**src/rtl/q_measure.sv**
```systemverilog
// q_measure: settle-then-average front end for the bisection current controller.
// After every i_ref change (or a start pulse) it waits SETTLE_CYCLES, averages
// 2^LOG2_SAMPLES valid ADC samples and presents the truncated mean with a
// one-cycle ready pulse.
// Optional feature: define Q_MEASURE_TIMEOUT_EN to enable the adc_valid gap
// watchdog (TIMEOUT_CYCLES); without it ACQUIRE waits indefinitely and
// timeout is constant 0.
//
// state   | meaning
// IDLE    | waiting for a trigger, busy low
// SETTLE  | counting SETTLE_CYCLES while the analog loop settles
// ACQUIRE | accumulating valid ADC samples
// DONE    | one cycle, new q_measured valid, ready high

module q_measure #(
  parameter int BUS_WIDTH      = 10,
  parameter int SETTLE_CYCLES  = 64,
  parameter int LOG2_SAMPLES   = 3,
  parameter int TIMEOUT_CYCLES = 1024
) (
  input  logic                 clk,
  input  logic                 rst,
  input  logic                 enable,
  input  logic                 start,
  input  logic [BUS_WIDTH-1:0] i_ref,
  input  logic                 adc_valid,
  input  logic [BUS_WIDTH-1:0] adc_data,
  output logic [BUS_WIDTH-1:0] q_measured,
  output logic                 ready,
  output logic                 busy,
  output logic                 timeout
);

  localparam int ACC_W = BUS_WIDTH + LOG2_SAMPLES;
  localparam int SCW   = $clog2(SETTLE_CYCLES + 1);
  localparam int NCW   = LOG2_SAMPLES + 1;
  localparam logic [SCW-1:0] SETTLE_LAST = SCW'(SETTLE_CYCLES - 1);
  localparam logic [NCW-1:0] SAMP_LAST   = NCW'((1 << LOG2_SAMPLES) - 1);

  typedef enum logic [1:0] {IDLE, SETTLE, ACQUIRE, DONE} state_t;

  state_t               state_q, state_d;
  logic [BUS_WIDTH-1:0] i_ref_last_q, i_ref_last_d;
  logic [SCW-1:0]       settle_q, settle_d;
  logic [NCW-1:0]       samp_q, samp_d;
  logic [ACC_W-1:0]     acc_q, acc_d;
  logic [BUS_WIDTH-1:0] q_q, q_d;
  logic                 ready_q, ready_d;
  logic                 timeout_q, timeout_d;

  logic                 trigger;
  logic                 settle_done;
  logic                 last_sample;
  logic                 gap_expire;
  logic [ACC_W-1:0]     acc_sum;
  logic [ACC_W-1:0]     acc_shift;

  assign trigger     = enable & (start | (i_ref != i_ref_last_q));
  assign settle_done = (state_q == SETTLE) && (settle_q == SETTLE_LAST);
  assign last_sample = (state_q == ACQUIRE) && adc_valid && (samp_q == SAMP_LAST);
  assign acc_sum     = acc_q + ACC_W'(adc_data);
  assign acc_shift   = acc_sum >> LOG2_SAMPLES;

`ifdef Q_MEASURE_TIMEOUT_EN
  localparam int GW = $clog2(TIMEOUT_CYCLES + 1);
  localparam logic [GW-1:0] GAP_LAST = GW'(TIMEOUT_CYCLES - 1);

  logic [GW-1:0] gap_q, gap_d;

  // Gap counter register, only meaningful while acquiring.
  always_ff @(posedge clk or posedge rst) begin
    if (rst) gap_q <= '0;
    else     gap_q <= gap_d;
  end

  // Count consecutive invalid cycles in ACQUIRE; any valid sample restarts it.
  always_comb begin
    gap_d = '0;
    if (state_q == ACQUIRE && !adc_valid) gap_d = gap_q + 1'b1;
  end

  assign gap_expire = (state_q == ACQUIRE) && !adc_valid && (gap_q == GAP_LAST);
`else
  assign gap_expire = 1'b0;
`endif

  // State and datapath registers.
  always_ff @(posedge clk or posedge rst) begin
    if (rst) begin
      state_q      <= IDLE;
      i_ref_last_q <= '0;
      settle_q     <= '0;
      samp_q       <= '0;
      acc_q        <= '0;
      q_q          <= '0;
      ready_q      <= 1'b0;
      timeout_q    <= 1'b0;
    end else begin
      state_q      <= state_d;
      i_ref_last_q <= i_ref_last_d;
      settle_q     <= settle_d;
      samp_q       <= samp_d;
      acc_q        <= acc_d;
      q_q          <= q_d;
      ready_q      <= ready_d;
      timeout_q    <= timeout_d;
    end
  end

  // Next state: disable beats trigger, trigger beats normal progress.
  always_comb begin
    state_d = state_q;
    if (!enable) begin
      state_d = IDLE;
    end else if (trigger) begin
      state_d = SETTLE;
    end else begin
      case (state_q)
        SETTLE:  if (settle_done) state_d = ACQUIRE;
        ACQUIRE: begin
          if (last_sample)     state_d = DONE;
          else if (gap_expire) state_d = IDLE;
        end
        DONE:    state_d = IDLE;
        default: state_d = state_q;
      endcase
    end
  end

  // Counters, accumulator and registered ready/timeout. The mean is latched on
  // the edge that accumulates the final sample so it is valid with ready in DONE.
  always_comb begin
    i_ref_last_d = enable ? i_ref : i_ref_last_q;
    settle_d     = settle_q;
    samp_d       = samp_q;
    acc_d        = acc_q;
    q_d          = q_q;
    ready_d      = 1'b0;
    timeout_d    = 1'b0;
    if (enable && !trigger) begin
      case (state_q)
        SETTLE: begin
          settle_d = settle_q + 1'b1;
          if (settle_done) begin
            acc_d  = '0;
            samp_d = '0;
          end
        end
        ACQUIRE: begin
          if (adc_valid) begin
            acc_d  = acc_sum;
            samp_d = samp_q + 1'b1;
            if (last_sample) begin
              q_d     = acc_shift[BUS_WIDTH-1:0];
              ready_d = 1'b1;
            end
          end
          timeout_d = gap_expire;
        end
        default: ;
      endcase
    end else begin
      settle_d = '0;
    end
  end

  // Outputs.
  always_comb begin
    busy       = (state_q == SETTLE) || (state_q == ACQUIRE);
    ready      = ready_q;
    timeout    = timeout_q;
    q_measured = q_q;
  end

endmodule

```
**config.mk**
```make
export PLATFORM = sky130hd
export DESIGN_NAME = q_measure
export DESIGN_NICKNAME = d
export VERILOG_FILES = /design/src/rtl/q_measure.sv
export SDC_FILE = /design/constraint.sdc
export NUM_CORES = 1
export LEC_CHECK = 0
export CORE_ASPECT_RATIO = 0.5
export CORE_MARGIN = 5
export CORE_UTILIZATION = 45
export DETAILED_ROUTE_END_ITERATION = 12
export GPL_TIMING_DRIVEN = 0
export PLACE_DENSITY = 0.75
export SETUP_SLACK_MARGIN = 0.3
export SYNTH_ARGS = -nofsm -noshare
export SYNTH_HDL_FRONTEND = slang
export SYNTH_SLANG_ARGS = --single-unit
```
**constraint.sdc**
```tcl
create_clock -name clk -period 4.1 [get_ports clk]
set_clock_uncertainty 0.2 [all_clocks]
set_input_delay 0.615 -clock clk [delete_from_list [all_inputs] [get_ports clk]]
set_output_delay 0.615 -clock clk [all_outputs]
set_load 0.02 [all_outputs]
```
# Word-level counts from Yosys, hierarchy flattened
# Cells that the tools add are included.
# W data, S select, Z words.
# word_totals
ff_bits,47
in_bits,25
output_inout_bits,13
# classes
add_sub_neg,3
eq_ne,12
n_mux,17
bitwise,2
reduce_logical,10
# ops
operator,count
$mux W13,2
$pmux W13 S2,1
$mux W7,2
$add A13 B10 Y13,1
$ne A10 B10 Y1,1
$mux W2,4
$mux W4,2
$ne A4 B4 Y1 const B,2
$pmux W4 S2,1
$reduce_and A4 Y1,2
$add A7 B1 Y7 const B,1
$eq A7 B6 Y1 const B,1
$ne A2 B2 Y1 const B,3
$pmux W2 S3,1
$ne A5 B2 Y1 const B,1
$add A4 B1 Y4 const B,1
$eq A2 B2 Y1 const B,2
$eq A4 B3 Y1 const B,1
$logic_and A1 B1 Y1,4
$mux W1,4
$reduce_and A3 Y1,1
$eq A2 B1 Y1 const B,1
$reduce_bool A2 Y1,1
$and A1 B1 Y1,1
3 further kinds,3

# Logic depth before layout (Yosys ltp)
# logic_depth
word_depth,7
ltp_mapped,10
ltp_nobuf,9

# Worst setup path after synthesis
# OpenSTA, ideal clock, no wires.
# synth_path
kind,input port to flip-flop
from,in adc_data[0]
to,reg acc_q[12]
arrival_ns,2.212
required_ns,3.779
slack_ns,1.567
path_stages,9
n_path_buf,0
cell_sequence,ha_1 -> inv_1 -> fa_1 -> nor2b_1 -> o31a_1 -> o21ai_0 -> a21oi_1 -> o21ai_0 -> a22o_1
# synth_via
elab_chain_cells,3
# synth_rtl
item,line_no,rtl
start: declaration,27,"input logic [BUS_WIDTH-1:0] adc_data,"
$add A13 B10 Y13,61,assign acc_sum = acc_q + ACC_W'(adc_data);
$mux W13,150,if (adc_valid) begin
$pmux W13 S2,141,case (state_q)
end signal: assignment,94,acc_q <= '0;
end signal: assignment,103,acc_q <= acc_d;
end: declaration,46,"logic [ACC_W-1:0] acc_q, acc_d;"
# No other way between the ends. The select of a mux whose other input is x is not followed.
# A chain may end at the register's enable or synchronous reset.

# Worst setup path after layout
# Same ends and word-level chain as after synthesis.

==> results.py <==
metrics = {
    "run_status": {
        "status": "complete, no violations",
    },
    "floorplanning": {
        "fp.dieW_um": 118,
        "rows": 19,
        "pin_count": 38,
        "dieHeight_um": 64.0,
        "placeableCoreArea_um2": 5560,
        "start_util_pct": 47.3,
        "die-area_um2": 7560,
    },
    "placed_design": {
        "gp_congestion": 0.854,
        "portBuffers": 36,
        "dp_slack_ns": 0.861,
        "place_hpwl_um": 4060,
    },
    "timing": {
        "final.min_clock_period_ns": 2.96,
        "fin_setup_tns_ns": 0,
        "hold_violations": 0,
        "setup_viol": 0,
        "fin_hold_ws_ns": 0.284,
        "rsz0062_at_grt": "false",
        "slew_violations": 0,
        "tightest_slew_ns": 0.558,
        "worst_slack_ns": 1.14,
        "finalCritPeriodShare_pct": 72.2,
        "fmax_mhz": 338,
        "max-slew-margin-rel_pct": 62.7,
    },
    "finish": {
        "layout-drive-gt1-share_pct": 11.6,
        "finish.net_count": 350,
        "final_core_util_pct": 59.1,
        "syn_to_final_growth_pct": 25.1,
        "diodes": 0,
    },
    "setup_path": {
        "max_stage_delay_ns": 0.46,
        "crit_type": "input pin to flip-flop",
        "end_kind": "flip-flop",
        "rrSetupSlack_ns": 1.55,
        "regToRegStartpoint": "acc_q[0]",
        "crit_chain": "clkdlybuf4s50_1 > ha_1 > inv_1 > fa_1 > nor2b_1 > o31a_1 > o21ai_0 > a21oi_1 > o21ai_0 > a22o_1",
        "crit_arrival_ns": 2.93,
        "required_ns": 4.07,
        "critPathLaunchType": "input pin",
        "cp_common_cell": "o21ai_0",
        "slowest_stage": "clkdlybuf4s50_1",
        "rr_endpoint": "acc_q[12]",
        "cp_max_fo": 3,
        "ff2ff_path_depth": 9,
    },
    "grt": {
        "grt_pass1_wl_um": 9430,
        "grt_overflow": 0,
        "grt_start_max_net_pins": 29,
        "grt_pass1_vias": 2102,
        "antenna_found_initial": 0,
        "track_usage_pct": 15.0,
    },
    "clock_tree": {
        "cts_resized": 0,
        "clockBufferDepth": 2,
        "htree_num_levels": 2,
        "clkLatencyLatePin_ns": 0.28,
        "ctsHoldBuffers": 0,
        "cts_buffers": 5,
        "cts_sinks": 47,
        "cts_setup_buffers": 0,
        "path_clk_slew_ns": 0.06,
        "cts_tree": "built",
        "cts_root_buf": "clkbuf_16",
    },
    "synthesis": {
        "synth_top_area_share_pct": 44.7,
        "async_reset_ff_share_pct": 100,
        "yosysTopAreaCell": "dfrtp_1",
        "synth_common_cells": "dfrtp_1 (47), nand2_1 (37), o21ai_0 (20)",
        "synth_edf_count": 0,
        "syn-num-nets": 306,
        "ys.flop_type": "dfrtp_1",
        "synthesis.area_um2": 2630,
        "ys_ff_latch": 47,
        "yosysSeqAreaShare_pct": 44.7,
        "yosysWarnings": 0,
        "yosysMostFrequentCell": "dfrtp_1",
        "ys_types": 40,
        "synth_area_leaders": "dfrtp_1 (45%), ha_1 (7.1%), mux2_2 (6.9%), nand2_1 (5.3%), xor2_1 (4.3%)",
        "synthCells": 265,
        "syn_area_per_cell_um2": 9.92,
    },
    "route": {
        "ant_nets": 0,
        "drtPass1Iterations": 4,
        "drt-wirelength-per-cell_um": 13.9,
        "num_vias": 2036,
        "drt_iter0_drc": 65,
        "drc_errors": 0,
        "viasPerCell": 5.32,
        "drt_wl_total_um": 5330,
    },
    "min_path": {
        "hold_path_end": "q_measured[3]",
        "min_path_cells": 2,
        "min_path_type": "flip-flop to flip-flop",
        "worstHoldStart": "q_measured[3]",
    },
    "power": {
        "cellLeakagePower_nw": 1.42,
        "vdd_ir_drop_max_v": 0.000188,
        "powerDensity_nw_per_um2": 331,
    },
    "job": {
        "maxCapViolCount": 0,
    },
}
## worst max-delay path: cells and delay by family
kind | cells | cell delay (ns)
buf+inv | 2 | 0.52
fa+ha+maj | 2 | 0.55
compound gates | 5 | 1.01
simple gates | 1 | 0.24
## how the worst max path moves through the flow
| stage | from | slack, ns | end |
|---|---|---|---|
| after floorplan | adc_data[0] | 1.57 | acc_q[12] |
| after global placement | adc_data[0] | 0.91 | acc_q[12] |
| after detailed placement | adc_data[0] | 0.86 | acc_q[12] |
| after CTS | adc_data[0] | 1.16 | acc_q[12] |
| after global routing | adc_data[0] | 0.98 | acc_q[12] |
| final | adc_data[0] | 1.14 | acc_q[12] |
## routing by layer
metal / track usage [%] / up-vias / part of all wire (%)
met5: 0 / - / 0
met4: 4.01 / 0 / 1.1
met3: 3.96 / 6 / 4.5
met2: 28.4 / 38 / 51
met1: 16.9 / 994 / 44
li1: - / 998 / -
## cell type report
class                   count  area (µm²)
flip-flops and latches     47        1180
repair buffers             37         380
fillers                   480        2270
clock inverters             2        60.1
inverters                   9        33.8
clock buffers               6         129
plain buffers               9        56.3
multi-input cells         200        1360
well taps                  73        91.3
## registers in the layout (all words and copies together), names as in the netlist
signal	cells
acc_q	13
i_ref_last_q	10
q_measured	10
ready	1
samp_q	4
settle_q	7
state_q	2
## report_power, final
| group | total (W) | leakage [nW] | internal, W | switching [W] |
|---|---|---|---|---|
| logic | 0.0000949 | 0.693 | 0.0000513 | 0.0000436 |
| registers | 0.000481 | 0.632 | 0.000474 | 0.00000697 |
| clock network | 0.000513 | 0.0911 | 0.000349 | 0.000164 |
| total | 0.00109 | 1.42 | 0.000875 | 0.000214 |
## cells in the final DEF, fill, tap and decap left out, types with 5 or more instances in the layout
cell	instances
dfrtp_1	47
nand2_1	37
clkdlybuf4s50_1	36
o21ai_0	20
nor2_1	17
mux2_2	16
ha_1	15
xor2_1	13
xnor2_1	11
nand3_1	9
a21oi_1	9
inv_1	8
nor3_1	6
nand4_1	5
nor2b_1	5
o31ai_1	5
clkbuf_16	5
## stage by stage
step | area (µm²) | power (W) | std cells
2_1_floorplan | 2630 | 0.000543 | 265
3_3_place_gp | 3080 | 0.000579 | 374
3_5_place_dp | 3100 | 0.000585 | 375
4_1_cts | 3290 | 0.00110 | 383
5_1_grt | 3290 | 0.00113 | 383
6_report | 3290 | 0.00109 | 383
## kinds of logic (layout without fill, tap and decap cells)
group,after synthesis,after routing,share of synthesized area [%]
other cells,1,1,0.143
fa+ha+maj,16,16,7.90
buf+inv,18,63,3.43
flops,47,47,44.7
compound gates,50,50,12.1
mux,18,18,7.62
xor+xnor,24,24,8.00
simple gates,91,91,16.1
(Power assumes the default switching activity.)
